`src/rtl/vga_timing_gen.sv`:
```
// Parametrised video timing generator: blanking-first h/v counters, sync/active
// decode, and a DELAY-deep output pipeline that advances only on pixel enable.
module vga_timing_gen #(
  parameter int H_ACTIVE   = 640,
  parameter int H_FP       = 24,
  parameter int H_SYNC     = 40,
  parameter int H_BP       = 128,
  parameter int V_ACTIVE   = 480,
  parameter int V_FP       = 9,
  parameter int V_SYNC     = 3,
  parameter int V_BP       = 28,
  parameter bit HS_POL     = 1'b0,
  parameter bit VS_POL     = 1'b0,
  parameter int CW         = 10,
  parameter int DELAY      = 1,
  parameter int CELL_SHIFT = 0,
  parameter int FCW        = 8
) (
  input  logic           clk,
  input  logic           resetn,
  input  logic           ce,
  output logic           hsync,
  output logic           vsync,
  output logic           activevideo,
  output logic [CW-1:0]  x_px,
  output logic [CW-1:0]  y_px,
  output logic [CW-1:0]  x_cell,
  output logic [CW-1:0]  y_cell,
  output logic           line_start,
  output logic           frame_start,
  output logic [FCW-1:0] frame_cnt
);

  localparam int H_BLANK = H_FP + H_SYNC + H_BP;
  localparam int HT      = H_BLANK + H_ACTIVE;
  localparam int V_BLANK = V_FP + V_SYNC + V_BP;
  localparam int VT      = V_BLANK + V_ACTIVE;

  if (H_SYNC < 1 || V_SYNC < 1 || H_ACTIVE < 1 || V_ACTIVE < 1 ||
      H_FP < 0 || H_BP < 0 || V_FP < 0 || V_BP < 0 ||
      DELAY < 1 || DELAY > 4 || CELL_SHIFT < 0 || FCW < 1 ||
      HT > (1 << CW) || VT > (1 << CW)) begin : g_param_err
    $error("vga_timing_gen: illegal parameter set");
  end

  typedef struct packed {
    logic          hs;
    logic          vs;
    logic          av;
    logic [CW-1:0] x;
    logic [CW-1:0] y;
    logic          ls;
    logic          fs;
  } stg_t;

  logic [CW-1:0]  hc_q, hc_d, vc_q, vc_d;
  logic [FCW-1:0] fc_q, fc_d;
  stg_t [DELAY-1:0] pipe_q;
  stg_t s0, idle;

  always_comb begin
    hc_d = hc_q + CW'(1);
    vc_d = vc_q;
    fc_d = fc_q;
    if (hc_q == CW'(HT - 1)) begin
      hc_d = '0;
      if (vc_q == CW'(VT - 1)) begin
        vc_d = '0;
        fc_d = fc_q + FCW'(1);
      end else begin
        vc_d = vc_q + CW'(1);
      end
    end
  end

  // Stage-0 decode straight from the counters; everything below is registered.
  always_comb begin
    s0    = '0;
    s0.hs = ((hc_q >= CW'(H_FP)) && (hc_q < CW'(H_FP + H_SYNC))) ? HS_POL : ~HS_POL;
    s0.vs = ((vc_q >= CW'(V_FP)) && (vc_q < CW'(V_FP + V_SYNC))) ? VS_POL : ~VS_POL;
    s0.av = (hc_q >= CW'(H_BLANK)) && (vc_q >= CW'(V_BLANK));
    s0.x  = s0.av ? hc_q - CW'(H_BLANK) : '0;
    s0.y  = s0.av ? vc_q - CW'(V_BLANK) : '0;
    s0.ls = (hc_q == CW'(H_BLANK)) && (vc_q >= CW'(V_BLANK));
    s0.fs = (hc_q == '0) && (vc_q == '0);
  end

  always_comb begin
    idle    = '0;
    idle.hs = ~HS_POL;
    idle.vs = ~VS_POL;
  end

  always_ff @(posedge clk) begin
    if (!resetn) begin
      hc_q <= '0;
      vc_q <= '0;
      fc_q <= '0;
      for (int i = 0; i < DELAY; i++) pipe_q[i] <= idle;
    end else if (ce) begin
      hc_q <= hc_d;
      vc_q <= vc_d;
      fc_q <= fc_d;
      pipe_q[0] <= s0;
      for (int i = 1; i < DELAY; i++) pipe_q[i] <= pipe_q[i-1];
    end
  end

  assign hsync       = pipe_q[DELAY-1].hs;
  assign vsync       = pipe_q[DELAY-1].vs;
  assign activevideo = pipe_q[DELAY-1].av;
  assign x_px        = pipe_q[DELAY-1].x;
  assign y_px        = pipe_q[DELAY-1].y;
  // Cells come from the same final stage so they never skew against x/y.
  assign x_cell      = pipe_q[DELAY-1].x >> CELL_SHIFT;
  assign y_cell      = pipe_q[DELAY-1].y >> CELL_SHIFT;
  assign line_start  = pipe_q[DELAY-1].ls;
  assign frame_start = pipe_q[DELAY-1].fs;
  assign frame_cnt   = fc_q;

endmodule

```
`config.mk`:
```
export PLATFORM = sky130hd
export DESIGN_NAME = vga_timing_gen
export DESIGN_NICKNAME = d
export VERILOG_FILES = /design/src/rtl/vga_timing_gen.sv
export SDC_FILE = /design/constraint.sdc
export NUM_CORES = 1
export LEC_CHECK = 0
export ABC_AREA = 1
export CAP_MARGIN = 0
export CORE_UTILIZATION = 40
export CTS_BUF_LIST = sky130_fd_sc_hd__clkbuf_16
export CTS_CLUSTER_DIAMETER = 80
export DETAILED_ROUTE_END_ITERATION = 10
export PLACE_DENSITY = 0.67
export SLEW_MARGIN = 20
export SYNTH_ARGS = -nofsm -noshare
export SYNTH_HDL_FRONTEND = slang
export SYNTH_SLANG_ARGS = --single-unit
```
`constraint.sdc`:
```
create_clock -name clk -period 1.6 [get_ports clk]
set_clock_uncertainty 0.1 [all_clocks]
set_input_delay 0.48 -clock clk [delete_from_list [all_inputs] [get_ports clk]]
set_output_delay 0.48 -clock clk [all_outputs]
set_load 0.01 [all_outputs]
```
* Word level (Yosys, flattened, before mapping) *
Cells that the tools add are included.

word-level totals
  register bits after elaboration = 53
  input bits = 3
  output and inout bits = 53
  word-level logic and storage cells = 39

cells by class
  multiplexer cells = 6
  eq/ne operators = 3
  magnitude comparators = 6
  add/subtract/negate cells = 5
  reduce and logical (&&, ||, !) cells = 9

operators with widths
  operator                 count
  $mux W10                 4
  $add A10 B1 Y10 const B  2
  $eq A10 B10 Y1 const B   2
  $logic_not A10 Y1        2
  $eq A10 B8 Y1 const B    1
  $ge A10 B4 Y1 const B    1
  $ge A10 B5 Y1 const B    1
  $ge A10 B6 Y1 const B    1
  $ge A10 B8 Y1 const B    1
  $lt A10 B4 Y1 const B    1
  $lt A10 B7 Y1 const B    1
  $sub A10 B6 Y10 const B  1
  $sub A10 B8 Y10 const B  1
  $add A8 B1 Y8 const B    1
  $logic_and A1 B1 Y1      5
  $reduce_and A3 Y1        1
  $mux W1                  2
  $reduce_and A2 Y1        1

* Longest topological paths before layout *
Gate-level depths: netlist (run 1).

  word-level depth = 3
  gate-level depth with buffers = 9
  depth with buffers taken out = 9

* Least setup slack after synthesis (run 1) *
OpenSTA, ideal clock, no wires.

  kind = reg2reg
  from = register hc_q[0]
  to = register vc_q[9]
  slack = 90 ps
  data required time = 1384 ps
  cell stages (with the launch flop) = 10
  arrival time = 1294 ps
  library setup time = 116 ps
  path buffers = 1
  period minus slack after synthesis = 1510 ps
  cells stage by stage = dfxtp_1 -> ha_1 -> nand2_1 -> nor2_4 -> nand2_4 -> nor2_8 -> buf_6 -> nand4_1 -> nand2_1 -> nor2_1

between the ends
  longest elaborated chain between the ends = 2

RTL lines
  what                                RTL line  text
  start: declaration                  56        logic [CW-1:0] hc_q, hc_d, vc_q, vc_d;
  start signal: assignment            96        hc_q <= '0;
  start signal: assignment            101       hc_q <= hc_d;
  $eq A10 B10 Y1                      65        if (hc_q == CW'(HT - 1)) begin
  $reduce_and A2 Y1 (no source line)  n/a
  end signal: assignment              102       vc_q <= vc_d;
  end: declaration                    56

Every way passes these cells.
A chain may end at the register's enable or synchronous reset.

* Final worst setup path (run 1) *
  from = register pipe_q (netlist bit frame_start)
  to = output port frame_start

RTL lines
  what                RTL line  text
  start: declaration  58        stg_t [DELAY-1:0] pipe_q;
  end: declaration    30        output logic frame_start,

No word-level cell between the ends.

==> results of run 1 <==
-- where the power goes --
part	leakage, nW	internal (mW)	total (mW)	switching (mW)
combinational	1.37	0.0435	0.108	0.0644
sequential	0.431	1.33	1.34	0.00815
clock	0.0672	0.575	1.07	0.493
total	1.87	1.95	2.51	0.566
-- flip-flops by register name, indices dropped and copies added, names as in the netlist --
| register | cells |
|---|---|
| vc_q | 10 |
| hc_q | 10 |
| vsync | 1 |
| hsync | 1 |
| x_cell | 10 |
| frame_cnt | 8 |
| activevideo | 1 |
| y_cell | 10 |
| line_start | 1 |
| frame_start | 1 |
-- cell usage after synthesis (all sizes together) --
| cell type | count |
|---|---|
| ha | 11 |
| o22ai | 1 |
| xor2 | 4 |
| o211ai | 2 |
| a21oi | 42 |
| a31oi | 1 |
| nand2 | 127 |
| inv | 32 |
| nor2 | 48 |
| nand3 | 24 |
| nor3b | 2 |
| nand3b | 2 |
| xnor2 | 2 |
| buf | 31 |
| nor3 | 3 |
| nand4 | 12 |
| and3 | 1 |
| dfxtp | 53 |
| clkinv | 1 |
| clkbuf | 5 |
| o21ai | 10 |
-- final timing paths --
kind / cells past startpoint / slack [ns] / endpoint / start
min reg2reg: 2 / 0.37 / line_start / line_start
max reg2reg: 10 / 0.10 / vc_q[5] / hc_q[0]
min: 2 / 0.37 / line_start / line_start
max: 1 / 0.08 / frame_start / frame_start
-- per-layer routing --
layer | vias to the layer above | track usage (%)
li1 | 1447 | -
met1 | 1276 | 25.4
met2 | 87 | 30.3
met3 | 14 | 3.13
met4 | 0 | 7.27
met5 | - | 0
-- cells by family after synthesis --
family                   share of synthesized area [%]
AND/OR/NAND/NOR                                   34.2
AO/OA/AOI/OAI                                     9.97
flip-flops                                        36.8
buffers and inverters                             12.5
XOR/XNOR                                          1.82
adder cells (fa/ha/maj)                           4.77
-- what timing repair did --
action | in CTS | in global routing
pin swaps | 0 | 5
setup endpoints to repair | 98 | 41
gates cloned | 0 | 2
resized for setup | 55 | 35
buffers inserted | 0 | 2
-- layout make-up --
type | count | share of cell area, %
timing repair buffer | 100 | 22.3
sequential | 53 | 27.6
clock buffer | 5 | 3.23
inverter | 33 | 3.19
tap | 96 | 3.10
multi-input combinational | 292 | 40.1
clock inverter | 3 | 0.484
==> reports/metrics.yaml, run 1 <==
grt:
  grt_max_degree: 22
  overflow: 0
  grt_use_total_pct: 18.9
  antenna_found_initial: 0
  grt_pass1_vias: 2438
  grt_pass1_wl_um: 11300
synth:
  yosysTopAreaCell: "dfxtp_1"
  syn-cell-area_um2: 2890
  synth.area.top_cells: "dfxtp_1, nand2_1, a21oi_1, buf_4, nor2_1"
  synth_nets: 428
  avgSynthCellArea_um2: 6.97
  syn_inst: 414
  ys_seq_elements: 53
  yosysUniqueCellTypes: 32
  synth.top_cell.area_share_pct: 36.8
  seq_area_frac_synth_pct: 36.8
  yosysWarnings: 0
sta:
  drv_slew: 0
  min_period_over_period_pct: 95.3
  fmaxAchievable_ghz: 0.656
  slew_headroom_pct: 80.9
  tightest_slew_ns: 0.286
  fin_tns_setup_ns: 0
  finalSetupViolations: 0
  hold_slack_ns: 0.366
  post-route-min-period_ns: 1.52
  rsz0062_at_grt: "true"
  worst_slack_ns: 0.0757
  finalHoldViolations: 0
placed_design:
  gp_routability_congestion: 0.972
  place_area_um2: 3670
  pre_cts_slack_ns: -0.473
  dp.cells: 570
  io_buffers: 55
  dp_hpwl_um: 5280
setup_path:
  worst_ep_arrival_time_ns: 0.94
  slowest_stage: "dfxtp_1"
  slowest_delay_ns: 0.37
  cp.buffers_inverters: 1
  cp-start-kind: "register"
  required_ns: 1.02
  path_max_fanout: 2
  cp_top_family: "flip-flops"
  crit_chain: "dlygate4sd2_1"
  worst_setup_path_end_kind: "output pin"
  crit_type: "register to output pin"
cts:
  cts.clk_slew.worst_paths_ns: 0.07
  cts_max_path_buffers: 2
  cts-buffers-inserted: 5
  clock_latency_ns: 0.30
  clock-root-buffer: "clkbuf_16"
  cts_tree: "built"
  cts_hold_buf: 0
  htreeDepth: 2
  cts_num_sinks: 53
die:
  start_util_pct: 42.0
  die_w_um: 87.0
  rows: 30
  coreArea_um2: 6870
  dieArea_um2: 7560
  die-height_um: 87.0
  ios: 56
job:
  drv_cap: 0
pwr:
  p_per_area_nw_per_um2: 647
  leakagePower_nw: 1.87
  p_total_mw: 2.51
  ir_drop_v: 0.000374
final_layout:
  fin_cells: 582
  final_area_um2: 3880
  final_nets: 499
  drive_above_1_share_pct: 18.9
  final_cell_mix: "nand2_1, dlygate4sd2_1, dfxtp_1"
  areaGrowthSynthToFinish_pct: 34.4
  antennaDiodeCount: 0
  regArea_um2: 1070
  multiInputGateArea_um2: 1550
  num-fill-cells: 682
  final_common_cell: "nand2_1"
  finalCoreUtilization_pct: 56.5
routing:
  drtAntennaViolNets: 0
  drt_drc_violations_left: 0
  routed_wl_um: 7140
  wl_met3_um: 359
  dr_wl_met2_um: 3280
  wl_met1_um: 3360
  drt_iter0_markers: 168
  first_pass_iters: 4
  wl_per_cell_um: 12.3
  via_per_inst: 4.85
  vias: 2824
  highest_layer: "met4"
hold_path:
  hp-class: "register to register"
run_status:
  status: "finished clean"
Power figures use the tool's default switching activity.
==> run 2: changes to the inputs <==
--- a/config.mk
+++ b/config.mk
@@ -11,7 +11,7 @@
 export CTS_BUF_LIST = sky130_fd_sc_hd__clkbuf_16
 export CTS_CLUSTER_DIAMETER = 80
 export DETAILED_ROUTE_END_ITERATION = 10
-export PLACE_DENSITY = 0.67
+export PLACE_DENSITY = 0.74
 export SLEW_MARGIN = 20
 export SYNTH_ARGS = -nofsm -noshare
 export SYNTH_HDL_FRONTEND = slang
==> run 2 against run 1 <==
Against the previous run:
- via count down 0.85%
- sequential share of layout area grew 0.60 points
- clock power about the same
- global-route usage down 0.32 points
- routed wire length is 2.8% lower
- sequential power is essentially flat
- setup slack improved by 0.0054 ns
- clock-buffer cell count is the same
- total power shrank 0.29%
- critical path depth stayed put
- critical endpoint is now y_px[6]
- largest power group unchanged
- highest routed layer unchanged
==> reports/metrics.yaml, run 2 (synthesis gave the netlist of run 1 again) <==
run_status:
  status: "finished clean"
pwr:
  p_per_area_nw_per_um2: 660
  p_comb_share_pct: 4.6
  switching_power_mw: 0.556
  ir_drop_v: 0.000370
  leakagePower_nw: 1.82
  p_clk_share_pct: 42.2
  p_total_mw: 2.50
  intPower_mw: 1.95
  seqPwrFrac_pct: 53.3
  p_sw_share_pct: 22.2
final_layout:
  drive_above_1_share_pct: 17.6
  final_common_cell: "nand2_1"
  final_area_um2: 3790
  antennaDiodeCount: 0
  regArea_um2: 1070
  final_cell_mix: "nand2_1, dlygate4sd2_1, dfxtp_1"
  final_nets: 496
  multiInputGateArea_um2: 1520
  num-fill-cells: 652
  finalCoreUtilization_pct: 55.2
  areaGrowthSynthToFinish_pct: 31.3
  fin_cells: 579
grt:
  overflow: 0
  antenna_found_initial: 0
  grt_use_total_pct: 18.6
  grt_max_degree: 26
  grt_pass1_vias: 2474
  grt_pass1_wl_um: 11100
job:
  drv_cap: 0
setup_path:
  crit_type: "register to output pin"
  worst_setup_path_end_kind: "output pin"
  slowest_delay_ns: 0.36
  required_ns: 1.02
  crit_start: "y_cell[6]"
  slowest_stage: "dfxtp_1"
  worstReg2RegStart: "hc_q[7]"
  worst_ep_arrival_time_ns: 0.94
  cp.buffers_inverters: 1
  cp_top_family: "flip-flops"
  path_max_fanout: 3
  crit_chain: "dlygate4sd2_1"
  cp-start-kind: "register"
die:
  start_util_pct: 42.0
  rows: 30
  die_w_um: 87.0
  die-height_um: 87.0
  coreArea_um2: 6870
  ios: 56
  dieArea_um2: 7560
routing:
  wl_per_cell_um: 12.0
  routed_wl_um: 6940
  vias: 2800
  via_per_inst: 4.84
  drt_iter0_markers: 144
  drtAntennaViolNets: 0
  first_pass_iters: 4
  drt_drc_violations_left: 0
sta:
  slew_headroom_pct: 82.8
  min_period_over_period_pct: 94.9
  worst_slack_ns: 0.0811
  finalHoldViolations: 0
  fmaxAchievable_ghz: 0.658
  finalSetupViolations: 0
  tightest_slew_ns: 0.258
  drv_slew: 0
  post-route-min-period_ns: 1.52
cts:
  clock_latency_ns: 0.29
  cts_tree: "built"
  cts.clk_slew.worst_paths_ns: 0.07
  clock-root-buffer: "clkbuf_16"
  cts-buffers-inserted: 5
  cts_hold_buf: 0
  cts_max_path_buffers: 2
  cts_num_sinks: 53
  htreeDepth: 2
placed_design:
  dp.cells: 569
  io_buffers: 55
  gp_routability_congestion: 0.950
  dp_hpwl_um: 5150
  pre_cts_slack_ns: -0.434
  place_area_um2: 3650
hold_path:
  hp-class: "register to register"
  worstHoldStart: "x_cell[3]"
## run 2: tightest hold or removal path, delay by kind of cell, from the launching register on
family / cells / cell delay [ns]
AO/OA/AOI/OAI: 1 / 0.05
flip-flops: 1 / 0.31
AND/OR/NAND/NOR: 1 / 0.06
## run 2: path summary, 6_finish.rpt
path / end / slack [ns] / depth (start not counted)
worst max register to register: vc_q[5] / 0.09 / 10
worst max-delay path: y_px[6] / 0.08 / 1
worst min-delay path: x_cell[3] / 0.37 / 2
worst min register to register: x_cell[3] / 0.37 / 2
## run 2: repair_timing
item | 4_1_cts | 5_1_grt
resized for setup | 55 | 22
pin swaps | 0 | 2
setup buffers | 0 | 2
endpoints found under the setup margin | 97 | 38
gates cloned | 0 | 0
## run 2: power groups by stage
| stage | Combinational (mW) | Clock (mW) | Sequential [mW] |
|---|---|---|---|
| floorplan | 0.0547 | 0 | 1.37 |
| global placement | 0.112 | 0 | 1.36 |
| detailed placement | 0.114 | 0 | 1.36 |
| CTS | 0.112 | 1.07 | 1.33 |
| global route | 0.126 | 1.12 | 1.33 |
| finish | 0.114 | 1.06 | 1.33 |
## run 2: routing by layer
metal / wire, um / vias up / track usage [%] / share of wire [%]
met5: 0 / - / 0 / 0
met4: 92 / 0 / 5.91 / 1.3
met3: 383 / 9 / 4.17 / 5.5
met2: 3180 / 94 / 30.8 / 46
met1: 3290 / 1252 / 23.9 / 47
li1: - / 1445 / - / -
## run 2: metrics by stage
step                TNS (ns)  hold WS [ns]
floorplan                  0         0.378
global placement      -16.14         0.361
detailed placement    -16.85         0.368
CTS                        0         0.374
global route         -0.0159         0.387
finish                     0         0.371
## run 2: cell type report
type | count | share of cell area (%)
well taps | 96 | 3.17
clock inverters | 3 | 0.462
repair buffers | 97 | 21.6
multi-input cells | 292 | 40.0
flip-flops and latches | 53 | 28.2
clock buffers | 5 | 3.30
inverters | 33 | 3.27
==> run 3: changes to the inputs <==
--- a/config.mk
+++ b/config.mk
@@ -11,7 +11,7 @@
 export CTS_BUF_LIST = sky130_fd_sc_hd__clkbuf_16
 export CTS_CLUSTER_DIAMETER = 80
 export DETAILED_ROUTE_END_ITERATION = 10
-export PLACE_DENSITY = 0.74
+export PLACE_DENSITY = 0.71
 export SLEW_MARGIN = 20
 export SYNTH_ARGS = -nofsm -noshare
 export SYNTH_HDL_FRONTEND = slang
==> constraint.sdc (replaced) <==
create_clock -name clk -period 1.8 [get_ports clk]
set_clock_uncertainty 0.1 [all_clocks]
set_input_delay 0.54 -clock clk [delete_from_list [all_inputs] [get_ports clk]]
set_output_delay 0.54 -clock clk [all_outputs]
set_load 0.01 [all_outputs]
==> run 3 against run 2 <==
Against the previous run:
- clock-buffer cell count unchanged
- die area is the same
- critical path depth grew 6
- first-iteration DRC count down 13%
- setup slack improved by 0.060 ns
- combinational power down 15%
- sequential share of layout area rose by 0.34 points
- worst hold slack got worse by 0.0017 ns
- critical endpoint is now vc_q[1]
- largest power group unchanged
- highest routed layer unchanged
==> reports/metrics.yaml, run 3 (synthesis gave the netlist of run 1 again) <==
die:
  die_w_um: 87.0
  rows: 30
  coreArea_um2: 6870
  dieArea_um2: 7560
  die-height_um: 87.0
  start_util_pct: 42.0
  ios: 56
cts:
  cts-buffers-inserted: 5
  ctsResizeCount: 52
  cts_tree: "built"
  clock_latency_ns: 0.29
  post_cts_buffers: 0
  clock-root-buffer: "clkbuf_16"
  cts.clk_slew.worst_paths_ns: 0.07
  htreeDepth: 2
  cts_max_path_buffers: 2
  cts_hold_buf: 0
  cts_num_sinks: 53
final_layout:
  finalCoreUtilization_pct: 54.1
  final_cell_mix: "nand2_1, dfxtp_1, dlygate4sd2_1"
  areaGrowthSynthToFinish_pct: 28.7
  fin_cells: 571
  final_area_um2: 3710
  final_nets: 488
  num-fill-cells: 668
  final_common_cell: "nand2_1"
  antennaDiodeCount: 0
  drive_above_1_share_pct: 12.4
pwr:
  ir_drop_v: 0.000338
  p_per_area_nw_per_um2: 637
  leakagePower_nw: 1.81
run_status:
  status: "finished clean"
placed_design:
  pre_cts_slack_ns: -0.330
  gp_routability_congestion: 0.911
  place_area_um2: 3600
  io_buffers: 55
  dp.cells: 563
  dp_hpwl_um: 4970
sta:
  min_period_over_period_pct: 92.2
  fmaxAchievable_ghz: 0.603
  drv_slew: 0
  finalHoldViolations: 0
  finalSetupViolations: 0
  worst_slack_ns: 0.141
  slew_headroom_pct: 78.7
  rsz0062_at_grt: "false"
  tightest_slew_ns: 0.318
  post-route-min-period_ns: 1.66
  fin_tns_setup_ns: 0
setup_path:
  path_max_fanout: 7
  cp-start-kind: "register"
  r2r_cells: 7
  crit_type: "register to register"
  worstReg2RegStart: "hc_q[6]"
  worst_setup_path_end_kind: "register"
  reg2reg_slack_ns: 0.14
  required_ns: 1.91
  worst_ep_arrival_time_ns: 1.77
  r2r-end: "vc_q[1]"
routing:
  drt_drc_violations_left: 0
  routed_wl_um: 6550
  drtAntennaViolNets: 0
  drt_iter0_markers: 125
  first_pass_iters: 4
  via_per_inst: 4.88
  vias: 2786
  wl_per_cell_um: 11.5
hold_path:
  hp-class: "register to register"
  hold_end: "line_start"
  hold_path_depth: 2
  worstHoldStart: "line_start"
job:
  drv_cap: 0
grt:
  grt_max_degree: 36
  grt_pass1_vias: 2475
  overflow: 0
  antenna_found_initial: 0
  grt_pass1_wl_um: 11000
  grt_use_total_pct: 18.1
[run 3: changes by cell type in the layout (fill, tap and decap cells not counted), sizes merged]
cell / change
buf: -8
bufinv: +1
clkbuf: -1
clkinv: -2
dlygate4sd2: -1
dlymetal6s2s: +2
inv: +1
[run 3: critical path, cell delays in order, from the launching register on]
cell and delay, ns:
dfxtp_1 0.40, inv_1 0.10, ha_1 0.24, nand3_2 0.09
inv_1 0.11, nand2_4 0.13, nand2_1 0.17, o21ai_0 0.23
[run 3: cell type report]
cell class              count  area (um^2)  area share (%)
multi-input cells         292         1470            39.6
flip-flops and latches     53         1060            28.6
repair buffers             89          771            20.7
clock buffers               5          125            3.37
inverters                  33          124            3.33
well taps                  96          120            3.23
clock inverters             3         43.8            1.18
[run 3: worst max path at each step]
| stage | startpoint | end | slack [ns] | cells past startpoint |
|---|---|---|---|---|
| floorplan | ce | hc_q[9] | 0.27 | 8 |
| global placement | ce | vc_q[5] | -0.29 | 8 |
| detailed placement | ce | vc_q[3] | -0.33 | 8 |
| CTS | hsync | hsync | 0.0007 | 1 |
| global route | hc_q[6] | vc_q[1] | 0.00003 | 7 |
| finish | hc_q[6] | vc_q[1] | 0.14 | 7 |
[run 3: per-layer routing]
metal / track usage, % / vias up / routed length (um)
met3: 2.84 / 6 / 289
met1: 24.7 / 1277 / 3210
met2: 29.5 / 79 / 2980
met5: 0 / - / 0
met4: 5.45 / 0 / 68
li1: - / 1424 / -
[run 3: through the flow]
stage               hold WS, ns  power (mW)
floorplan                 0.378        1.26
global placement          0.364        1.31
detailed placement        0.360        1.31
CTS                       0.371        2.40
global route              0.384        2.46
finish                    0.369        2.36
[run 3: power breakdown]
group	switching, mW	internal, mW	total, mW
combinational	0.0568	0.0402	0.0970
clock	0.426	0.659	1.08
sequential	0.00445	1.18	1.18
